--- src/rtl/mem_wb_skid_stage_if.sv ---
// MEM -> WB writeback bundle interface.
// master: the MEM/WB environment side; slave: the skid stage itself.
interface mem_wb_skid_stage_if #(
    parameter int XLEN   = 32,
    parameter int REG_AW = 5,
    parameter int CNT_W  = 32
);
    logic              flush;

    logic              in_valid;
    logic              in_ready;
    logic              in_regwrite;
    logic              in_fregwrite;
    logic [REG_AW-1:0] in_rd;
    logic              in_memtoreg;
    logic [XLEN-1:0]   in_mem_data;
    logic [XLEN-1:0]   in_alu_result;

    logic              out_valid;
    logic              out_ready;
    logic              out_regwrite;
    logic              out_fregwrite;
    logic [REG_AW-1:0] out_rd;
    logic [XLEN-1:0]   out_wdata;

    logic [CNT_W-1:0]  retire_cnt;

    modport master (
        output flush,
        output in_valid, in_regwrite, in_fregwrite, in_rd, in_memtoreg,
        output in_mem_data, in_alu_result,
        input  in_ready,
        input  out_valid, out_regwrite, out_fregwrite, out_rd, out_wdata,
        output out_ready,
        input  retire_cnt
    );

    modport slave (
        input  flush,
        input  in_valid, in_regwrite, in_fregwrite, in_rd, in_memtoreg,
        input  in_mem_data, in_alu_result,
        output in_ready,
        output out_valid, out_regwrite, out_fregwrite, out_rd, out_wdata,
        input  out_ready,
        output retire_cnt
    );
endinterface

--- src/rtl/mem_wb_skid_stage.sv ---
// MEM -> WB pipeline stage with a 2-entry skid buffer.
// in_ready depends only on registered state, so WB back-pressure never
// reaches MEM combinationally. The writeback mux is resolved at capture.
//
// state | meaning
// ------+---------------------------------------------------------
// EMPTY | no bundle held; outputs idle
// BUSY  | main entry holds the bundle presented to WB
// FULL  | main presented, skid holds the next (older than any new input)
module mem_wb_skid_stage #(
    parameter int XLEN   = 32,
    parameter int REG_AW = 5,
    parameter int CNT_W  = 32
) (
    input  logic                clk,
    input  logic                rst,
    mem_wb_skid_stage_if.slave  bus
);

    typedef enum logic [1:0] {
        S_EMPTY = 2'd0,
        S_BUSY  = 2'd1,
        S_FULL  = 2'd2
    } state_t;

    typedef struct packed {
        logic              regwrite;
        logic              fregwrite;
        logic [REG_AW-1:0] rd;
        logic [XLEN-1:0]   wdata;
    } entry_t;

    state_t           state_q, state_d;
    entry_t           main_q, main_d;
    entry_t           skid_q, skid_d;
    logic [CNT_W-1:0] cnt_q, cnt_d;

    entry_t in_entry;
    logic   in_ready;
    logic   in_fire;
    logic   out_valid;
    logic   out_fire;

    assign in_ready  = rst & (state_q != S_FULL);
    assign out_valid = (state_q != S_EMPTY);
    assign in_fire   = bus.in_valid & in_ready;
    assign out_fire  = out_valid & bus.out_ready;

    // Build the captured entry; memtoreg is consumed here and not stored.
    always_comb begin
        in_entry.regwrite  = bus.in_regwrite;
        in_entry.fregwrite = bus.in_fregwrite;
        in_entry.rd        = bus.in_rd;
        in_entry.wdata     = bus.in_memtoreg ? bus.in_mem_data : bus.in_alu_result;
    end

    // Next-state and entry movement; flush empties the stage and drops the input.
    always_comb begin
        state_d = state_q;
        main_d  = main_q;
        skid_d  = skid_q;

        if (bus.flush) begin
            state_d = S_EMPTY;
            main_d  = '0;
            skid_d  = '0;
        end else begin
            unique case (state_q)
                S_EMPTY: begin
                    if (in_fire) begin
                        state_d = S_BUSY;
                        main_d  = in_entry;
                    end
                end
                S_BUSY: begin
                    if (in_fire && out_fire) begin
                        main_d = in_entry;
                    end else if (in_fire) begin
                        state_d = S_FULL;
                        skid_d  = in_entry;
                    end else if (out_fire) begin
                        state_d = S_EMPTY;
                    end
                end
                S_FULL: begin
                    if (out_fire) begin
                        state_d = S_BUSY;
                        main_d  = skid_q;
                    end
                end
                default: begin
                    state_d = S_EMPTY;
                end
            endcase
        end
    end

    // Retire counter: one per delivered bundle, wraps naturally; flush does not touch it.
    always_comb begin
        cnt_d = cnt_q;
        if (out_fire) begin
            cnt_d = cnt_q + {{(CNT_W-1){1'b0}}, 1'b1};
        end
    end

    // State, entries and counter registers with synchronous active-low reset.
    always_ff @(posedge clk) begin
        if (!rst) begin
            state_q <= S_EMPTY;
            main_q  <= '0;
            skid_q  <= '0;
            cnt_q   <= '0;
        end else begin
            state_q <= state_d;
            main_q  <= main_d;
            skid_q  <= skid_d;
            cnt_q   <= cnt_d;
        end
    end

    assign bus.in_ready      = in_ready;
    assign bus.out_valid     = out_valid;
    assign bus.out_regwrite  = out_valid & main_q.regwrite & (main_q.rd != '0);
    assign bus.out_fregwrite = out_valid & main_q.fregwrite;
    assign bus.out_rd        = main_q.rd;
    assign bus.out_wdata     = main_q.wdata;
    assign bus.retire_cnt    = cnt_q;

endmodule
--- src/flat_wrapper.sv ---
// flat-port wrapper written by rule: the top's interface ports become plain ports
module mem_wb_skid_stage_flat 
#(
    parameter int XLEN   = 32,
    parameter int REG_AW = 5,
    parameter int CNT_W  = 32
)
  (clk, rst, bus_flush, bus_in_valid, bus_in_regwrite, bus_in_fregwrite, bus_in_rd, bus_in_memtoreg, bus_in_mem_data, bus_in_alu_result, bus_in_ready, bus_out_valid, bus_out_regwrite, bus_out_fregwrite, bus_out_rd, bus_out_wdata, bus_out_ready, bus_retire_cnt);
  mem_wb_skid_stage_if #(.XLEN(XLEN), .REG_AW(REG_AW), .CNT_W(CNT_W)) bus_i ();
  input  logic clk;
  input  logic rst;
  input wire logic [$bits(bus_i.flush)-1:0] bus_flush;
  input wire logic [$bits(bus_i.in_valid)-1:0] bus_in_valid;
  input wire logic [$bits(bus_i.in_regwrite)-1:0] bus_in_regwrite;
  input wire logic [$bits(bus_i.in_fregwrite)-1:0] bus_in_fregwrite;
  input wire logic [$bits(bus_i.in_rd)-1:0] bus_in_rd;
  input wire logic [$bits(bus_i.in_memtoreg)-1:0] bus_in_memtoreg;
  input wire logic [$bits(bus_i.in_mem_data)-1:0] bus_in_mem_data;
  input wire logic [$bits(bus_i.in_alu_result)-1:0] bus_in_alu_result;
  output wire logic [$bits(bus_i.in_ready)-1:0] bus_in_ready;
  output wire logic [$bits(bus_i.out_valid)-1:0] bus_out_valid;
  output wire logic [$bits(bus_i.out_regwrite)-1:0] bus_out_regwrite;
  output wire logic [$bits(bus_i.out_fregwrite)-1:0] bus_out_fregwrite;
  output wire logic [$bits(bus_i.out_rd)-1:0] bus_out_rd;
  output wire logic [$bits(bus_i.out_wdata)-1:0] bus_out_wdata;
  input wire logic [$bits(bus_i.out_ready)-1:0] bus_out_ready;
  output wire logic [$bits(bus_i.retire_cnt)-1:0] bus_retire_cnt;
  assign bus_i.flush = bus_flush;
  assign bus_i.in_valid = bus_in_valid;
  assign bus_i.in_regwrite = bus_in_regwrite;
  assign bus_i.in_fregwrite = bus_in_fregwrite;
  assign bus_i.in_rd = bus_in_rd;
  assign bus_i.in_memtoreg = bus_in_memtoreg;
  assign bus_i.in_mem_data = bus_in_mem_data;
  assign bus_i.in_alu_result = bus_in_alu_result;
  assign bus_in_ready = bus_i.in_ready;
  assign bus_out_valid = bus_i.out_valid;
  assign bus_out_regwrite = bus_i.out_regwrite;
  assign bus_out_fregwrite = bus_i.out_fregwrite;
  assign bus_out_rd = bus_i.out_rd;
  assign bus_out_wdata = bus_i.out_wdata;
  assign bus_i.out_ready = bus_out_ready;
  assign bus_retire_cnt = bus_i.retire_cnt;
  mem_wb_skid_stage #(.XLEN(XLEN), .REG_AW(REG_AW), .CNT_W(CNT_W)) u_core (.clk(clk), .rst(rst), .bus(bus_i));
endmodule
--- config.mk ---
export PLATFORM = sky130hd
export DESIGN_NAME = mem_wb_skid_stage_flat
export DESIGN_NICKNAME = d
export VERILOG_FILES = /design/src/rtl/mem_wb_skid_stage_if.sv /design/src/rtl/mem_wb_skid_stage.sv /design/src/flat_wrapper.sv
export SDC_FILE = /design/constraint.sdc
export NUM_CORES = 1
export LEC_CHECK = 0
export CAP_MARGIN = 15
export CORE_MARGIN = 5
export CORE_UTILIZATION = 43
export CTS_CLUSTER_DIAMETER = 40
export CTS_CLUSTER_SIZE = 8
export DETAILED_ROUTE_END_ITERATION = 10
export PLACE_DENSITY = 0.76
export SETUP_SLACK_MARGIN = 0.3
export SLEW_MARGIN = 10
export SYNTH_ARGS = -nofsm -noshare
export SYNTH_HDL_FRONTEND = slang
export SYNTH_SLANG_ARGS = --single-unit
export TNS_END_PERCENT = 30
--- constraint.sdc ---
create_clock -name clk -period 2.1 [get_ports clk]
set_input_delay 0.525 -clock clk [delete_from_list [all_inputs] [get_ports clk]]
set_output_delay 0.525 -clock clk [all_outputs]
set_load 0.05 [all_outputs]
; After elaboration in Yosys (flattened, before gate mapping)
; Index checks and enable logic that the tools add are counted.
[op_classes]
n_shift = 0
addsub = 1
muxes = 11
order_cmp = 0
reduce_logical = 9
n_bitwise = 8
n_mul = 0
eq_ne = 8
div = 0
[op_table]
columns = cell, count
row1 = 2-to-1 mux 39 bit, 3
row2 = case mux 39 bit (3 select lines), 1
row3 = adder 32 x 1 -> 32 bit (second input constant), 1
row4 = 2-to-1 mux 32 bit, 1
row5 = 2-to-1 mux 2 bit, 5
row6 = AND reduction 4 bit, 2
row7 = AND 1 bit, 6
row8 = inequality test 2 x 1 -> 1 bit (second input constant), 3
row9 = case mux 2 bit (3 select lines), 1
row10 = nonzero test 5 bit, 1
row11 = inequality test 2 bit (second input constant), 2
row12 = inequality test 3 x 1 -> 1 bit (second input constant), 1
row13 = AND reduction 3 bit, 1
row14 = nonzero test 3 bit, 1
row15 = == test 2 x 1 -> 1 bit (second input constant), 1
row16 = == test 2 bit (second input constant), 1
row17 = logical NOT 2 bit, 1
row18 = inverter 1 bit, 2
row19 = nonzero test 2 bit, 1
row20 = OR reduction 2 bit, 1
row21 = logical AND 1 bit, 1
[word_totals]
word_cells = 47
n_memories = 0
latchBits = 0
romBits = 0
ram_bits = 0
reg_bits = 112
output_inout_bits = 73
inputBits = 77

; Logic depth before layout (Yosys ltp)
; Gate-level depths: netlist of the first run.
[logic_depth]
ltp_word = 6
ltp_mapped = 7
ltp_nobuf = 5

; Worst setup path after synthesis of the first run
; OpenSTA, ideal clock, no wires.
[synth_path]
path_type = reg-to-reg
start = register u_core.cnt_q[15], in the netlist u_core.bus.retire_cnt[15]
end = register u_core.cnt_q[30], in the netlist u_core.bus.retire_cnt[30]
path_stages_with_launch = 6
synth_period_minus_slack_ns = 2.237
arrival_time_ns = 2.167
slack_ns = -0.137
required_time_ns = 2.030
cell_sequence = dfxtp_1 -> nand4_2 -> or4_1 -> buf_2 -> or4_1 -> a21oi_1
[synth_between]
elab_chain_cells = 1
[synth_lines]
columns = item, line
row1 = "start, declared", mem_wb_skid_stage.sv:36  ; logic [CNT_W-1:0] cnt_q, cnt_d;
row2 = "start signal, assigned", mem_wb_skid_stage.sv:117  ; cnt_q <= cnt_d;
row3 = adder 32 x 1 -> 32 bit, mem_wb_skid_stage.sv:102  ; cnt_d = cnt_q + {{(CNT_W-1){1'b0}}, 1'b1};
; Every way passes these cells.
; A chain may end at the register's enable or synchronous reset.

; Worst setup path in the final report of the first run
[layout_path]
start = register u_core.main_q, in the netlist u_core.bus.out_rd[4]
end = output bus_out_regwrite
[layout_between]
elab_chain_cells = 2
[layout_lines]
columns = item, line
row1 = "start, declared", mem_wb_skid_stage.sv:34  ; entry_t main_q, main_d;
row2 = "start signal, assigned", mem_wb_skid_stage.sv:115  ; main_q <= main_d;
row3 = nonzero test 5 bit, mem_wb_skid_stage.sv:123  ; assign bus.out_regwrite = out_valid & main_q.regwrite & (main_q.rd != '0);
row4 = AND 1 bit, mem_wb_skid_stage.sv:123
row5 = "end, declared", flat_wrapper.sv:22  ; output wire logic [$bits(bus_i.out_regwrite)-1:0] bus_out_regwrite;
; Every way passes these cells.

==> impl_metrics.tcl, run 1 <==
set metrics [dict create \
    cts_tree "done" \
    area_delta_synth_final_pct 43.4 \
    die_w_um 120 \
    die-area_um2 14400 \
    grt_max_degree 59 \
    grt_remaining_overflow 0 \
    dpl_cell_area_um2 6850 \
    drt-initial-drc-count 312 \
    status "completed" \
    crit_path_end_kind "output pin" \
    nFillCells 1000 \
    drive_gt1_share_pct 19.8 \
    clk_latency_ps 340 \
    finClkSkew_ps 7.22 \
    cts.sinks 112 \
    synth_top_family_by_area "compound AO/OA/AOI/OAI gates" \
    hold_violations 0 \
    htreeDepth 3 \
    grt_usage_pct 18.1 \
    grt_pass1_wl_um 21900 \
    synth.area.mux_share_pct 8.05 \
    p_leak_nw 3.18 \
    min_path_type "register to register" \
    synthArstFlopShare_pct 0 \
    synth_xor_area_share_pct 1.51 \
    path_class "register to output pin" \
    synth_top_area_share_pct 42.9 \
    clock.fmax_ghz 0.491 \
    gp_congestion 0.826 \
    place_inst 856 \
    antenna_found_initial 0 \
    period_needed_ps 2040 \
    multiInputGateArea_um2 2630 \
    synth_area_um2 5220 \
    die_h_um 120 \
    drtPass1Iterations 4 \
    regArea_um2 2330 \
    seq_area_frac_synth_pct 42.9 \
    yosysMostFrequentCell "dfxtp_1" \
    crit_fanout 3 \
    drv_slew 0 \
    ys_seq_elements 112 \
    clk_pin_slew_ps 70 \
    p_per_area_nw_per_um2 603 \
    totalPowerFinal_w 0.00451 \
    synth_commonest_cells "dfxtp_1, nand2_1, a21oi_1" \
    cp.arrival_ps 1510 \
    dpl_worst_slack_ps -202 \
    synth-edff-count 0 \
    synth.net_count 694 \
    root_buffer "clkbuf_16" \
    ys.flop_type "dfxtp_1" \
    synthSimpleGateAreaFrac_pct 17.5 \
    via_count 4925 \
    yosys.area.top_type "dfxtp_1" \
    avgViaCountPerCell 5.51 \
    final_area_um2 7490 \
    numCtsBuffers 9 \
    final_cells 894 \
    rsz0062_at_grt "yes" \
    slew_headroom_pct 64.5 \
    synth_area_per_cell_um2 8.48 \
    wl_um 14100 \
    synth_compound_area_share_pct 20.2 \
    ant_nets 0 \
    nNetsFinal 819 \
    fin_tns_setup_ps 0 \
    synthCells 616 \
    drv_cap 0 \
    ir_drop_v 0.000337 \
    route.detailed.drc 0 \
    yosysWarnings 0 \
    synth_cell_types 35 \
    start_kind "register" \
    rows 40 \
    fp.coreArea_um2 12000 \
    start_util_pct 43.7 \
    io_buffers 149 \
    cts_buffer_depth 2 \
    worstPathRequired_ps 1570 \
    fin_crit_sh_pct 97.0 \
    synth_fa_ha_area_share_pct 0.240 \
    fin_ws_ps 62.7 \
    synthTopCellsByArea "dfxtp_1, mux2i_1, nand2_1" \
    wl_per_cell_um 15.8 \
    tightest_slew_ps 533 \
    setup_viol 0 \
    first_global_vias 4771 \
    io_pins 150 \
    cts.hold.buffers_added 0 \
    dp_hpwl_um 9860 \
]
-- per-layer routing --
| layer | share of wire [%] | GRT usage, % | vias to the layer above | wire length, um |
|---|---|---|---|---|
| met5 | 0 | 0 | - | 0 |
| met4 | 0.84 | 5.51 | 0 | 119 |
| met3 | 7.3 | 4.77 | 10 | 1030 |
| met2 | 51 | 32.3 | 159 | 7220 |
| met1 | 41 | 21.3 | 2328 | 5750 |
| li1 | - | - | 2428 | - |
-- placed cells by master, fill, tap and decap left out, drive strengths merged, types with 3 or more instances in the layout --
cell	count
a211oi	40
a21oi	61
and2	3
and4	3
buf	65
clkbuf	23
clkdlybuf4s15	18
clkdlybuf4s50	72
dfxtp	112
dlygate4sd2	17
dlymetal6s2s	19
inv	6
mux2i	42
nand2	90
nand2b	3
nand3	11
nand4	9
nor2	50
o211ai	32
o21ai	6
o31ai	15
or3	7
or4	16
xor2	7
-- worst paths after layout --
kind,depth (start not counted),end,slack (ps),startpoint
max,3,bus_out_regwrite,60,u_core.bus.out_rd[4]
min,2,u_core.bus.out_wdata[8],450,u_core.bus.out_wdata[8]
max reg2reg,5,u_core.bus.retire_cnt[24],170,u_core.bus.retire_cnt[14]
min reg2reg,2,u_core.bus.out_wdata[8],450,u_core.bus.out_wdata[8]
-- final cells by class --
| cell class | instances | area share [%] |
|---|---|---|
| clock buffers | 13 | 3.63 |
| repair buffers | 201 | 26.8 |
| diodes | 1 | 0.0334 |
| well taps | 147 | 2.46 |
| multi-input cells | 411 | 35.1 |
| inverters | 6 | 0.301 |
| clock inverters | 3 | 0.635 |
| flip-flops and latches | 112 | 31.1 |
-- critical path: stages (launching register included) --
cell and delay [ps]:
dfxtp_2 330, or3_4 380, o311a_4 320, buf_12 150
-- where the power goes --
| group | switching [W] | total, W | leakage, nW | internal [W] |
|---|---|---|---|---|
| clock | 0.000745 | 0.00178 | 0.155 | 0.00104 |
| combinational | 0.000299 | 0.000589 | 2.10 | 0.000290 |
| sequential | 0.0000178 | 0.00214 | 0.923 | 0.00212 |
-- flip-flops by register name (all words and copies together) (netlist names) --
signal / count
u_core.main_q: 2
u_core.bus.out_wdata: 32
u_core.bus.out_rd: 5
u_core.state_q: 2
u_core.skid_q: 39
u_core.bus.retire_cnt: 32
-- kinds of logic after synthesis --
| kind of cell | Yosys count |
|---|---|
| compound gates | 160 |
| mux | 42 |
| simple gates | 199 |
| buf+inv | 93 |
| xor+xnor | 9 |
| flops | 112 |
| fa+ha+maj | 1 |
-- metrics by stage --
stage	util (%)	hold WS (ps)
floorplan	-	432
global placement	57.2	439
detailed placement	57.2	443
CTS	60.0	458
global route	62.6	473
finish	62.6	453
-- timing repair --
action,in CTS,in global routing
pin swaps,2,20
setup buffers,5,12
cloned,0,4
setup endpoints to repair,154,141
endpoints found under the hold margin,0,0
resized for setup,61,79
No activity file was read; power rests on OpenSTA's default activity.
==> inputs of run 2 (changes only) <==
--- a/config.mk
+++ b/config.mk
@@ -5,7 +5,7 @@
 export SDC_FILE = /design/constraint.sdc
 export NUM_CORES = 1
 export LEC_CHECK = 0
-export CAP_MARGIN = 15
+export CAP_MARGIN = 10
 export CORE_MARGIN = 5
 export CORE_UTILIZATION = 43
 export CTS_CLUSTER_DIAMETER = 40
==> results of run 2 <==
Same layout as run 1: the final DEF is identical, and so are final timing and power.
==> RTL edit: new RTL, flow settings as in run 1 <==
Encoding of `state_t`: now one-hot (3 bits for 3 states).
--- a/src/rtl/mem_wb_skid_stage.sv
+++ b/src/rtl/mem_wb_skid_stage.sv
@@ -19,6 +19,6 @@
 
-    typedef enum logic [1:0] {
-        S_EMPTY = 2'd0,
-        S_BUSY  = 2'd1,
-        S_FULL  = 2'd2
+    typedef enum logic [2:0] {
+        S_EMPTY = 3'b001,
+        S_BUSY  = 3'b010,
+        S_FULL  = 3'b100
     } state_t;
Function: no difference found for any inputs over 4 cycles, from zero or initial values and one cycle with rst low; so few cycles prove little.
==> RTL edit against run 1 <==
Routed wire length is 25% higher; count of clock-buffer cells in the layout up 8; highest routed layer unchanged; setup slack worse by 0.058 ns; sequential cell count is 1 higher; clock power is 88% higher; largest cell class unchanged; total power rose by 35%; design area is 13% higher; area after synthesis is 5.2% higher.
==> RTL edit: results (changes against run 1) <==
- Status: finished, final reports clean
- DP Cell Count: 902 (+5.4%)
- Worst Hold Launch: u_core.skid_q[34]
- Vias in the first global route: 5090 (+6.7%)
- Worst hold slack: 0.456 ns (+0.00291 ns)
- Clock latency on the worst-skew pair: 0.41 ns (+0.07 ns)
- GR Util All Layers: 0.203 (+0.0219)
- VDD IR max: 0.000591 V (+75%)
- Post-synthesis mux area share: 0.0601 (-0.0204)
- H-tree Lvls: 4 (+1)
- Dpl ws: -0.347 ns (-0.146 ns)
- Power density of the placed cells: 716 nW/um2 (+19%)
- Max stage delay on crit path: 0.54 ns (+0.16 ns)
- Drt first pass iters: 5 (+1)
- DP Wirelength: 10.3 mm (+4.9%)
- Synth top cells by count: dfxtp_1, nand2_1, nand3_1
- Synth Area in XOR/XNOR: 0.0112 (-0.00394)
- Combinational Power Share: 0.094 (-0.036)
- Critical path's slowest cell: or4_4
- Setup bufs post-CTS: 3 (-2)
- Arrival time worst endpoint: 2.43 ns (+0.92 ns)
- Post-synthesis compound-gate area fraction: 0.214 (+0.0120)
- Post-CTS sizing: 198 (+220%)
- Final #Nets: 867 (+5.9%)
- First-pass GRT wire length: 24.7 mm (+13%)
- Synthesized instance count: 646 (+4.9%)
- Critical Path Sink: u_core.bus.retire_cnt[24]
- Initial DRC Count: 508 (+63%)
- Crit Path Max Fanout: 8 (+5)
- Rel. slew slack: 0.645 (about the same)
- CP Launch Point: u_core.bus.retire_cnt[1]
- Layout cells sized above 1: 0.304 (+0.106)
- LEAKAGE: 0.00312 uW (-1.9%)
==> RTL edit: changes by cell type in the layout (fill, tap and decap cells not counted), sizes merged, moves of 9 or more <==
cell / change
nand3: +32
o211ai: -32
o221ai: +32
clkdlybuf4s15: +27
a21boi: +23
a21oi: -19
dlymetal6s2s: -18
clkbuf: +16
nand2: -16
dlygate4sd2: -15
nor2: -14
buf: +12
and2: +9
mux2i: -9
==> RTL edit: layout make-up <==
type	count	area, um2
well taps	172	215
inverters	7	28.8
flip-flops and latches	113	2350
clock inverters	11	195
repair buffers	215	2210
fillers	956	4080
multi-input cells	435	2980
clock buffers	21	503
==> RTL edit: metal layers <==
| metal | part of all wire | vias up | GRT usage |
|---|---|---|---|
| li1 | - | 2633 | - |
| met1 | 0.41 | 2651 | 0.260 |
| met2 | 0.49 | 259 | 0.332 |
| met3 | 0.084 | 30 | 0.0618 |
| met4 | 0.015 | 0 | 0.0595 |
| met5 | 0 | - | 0 |
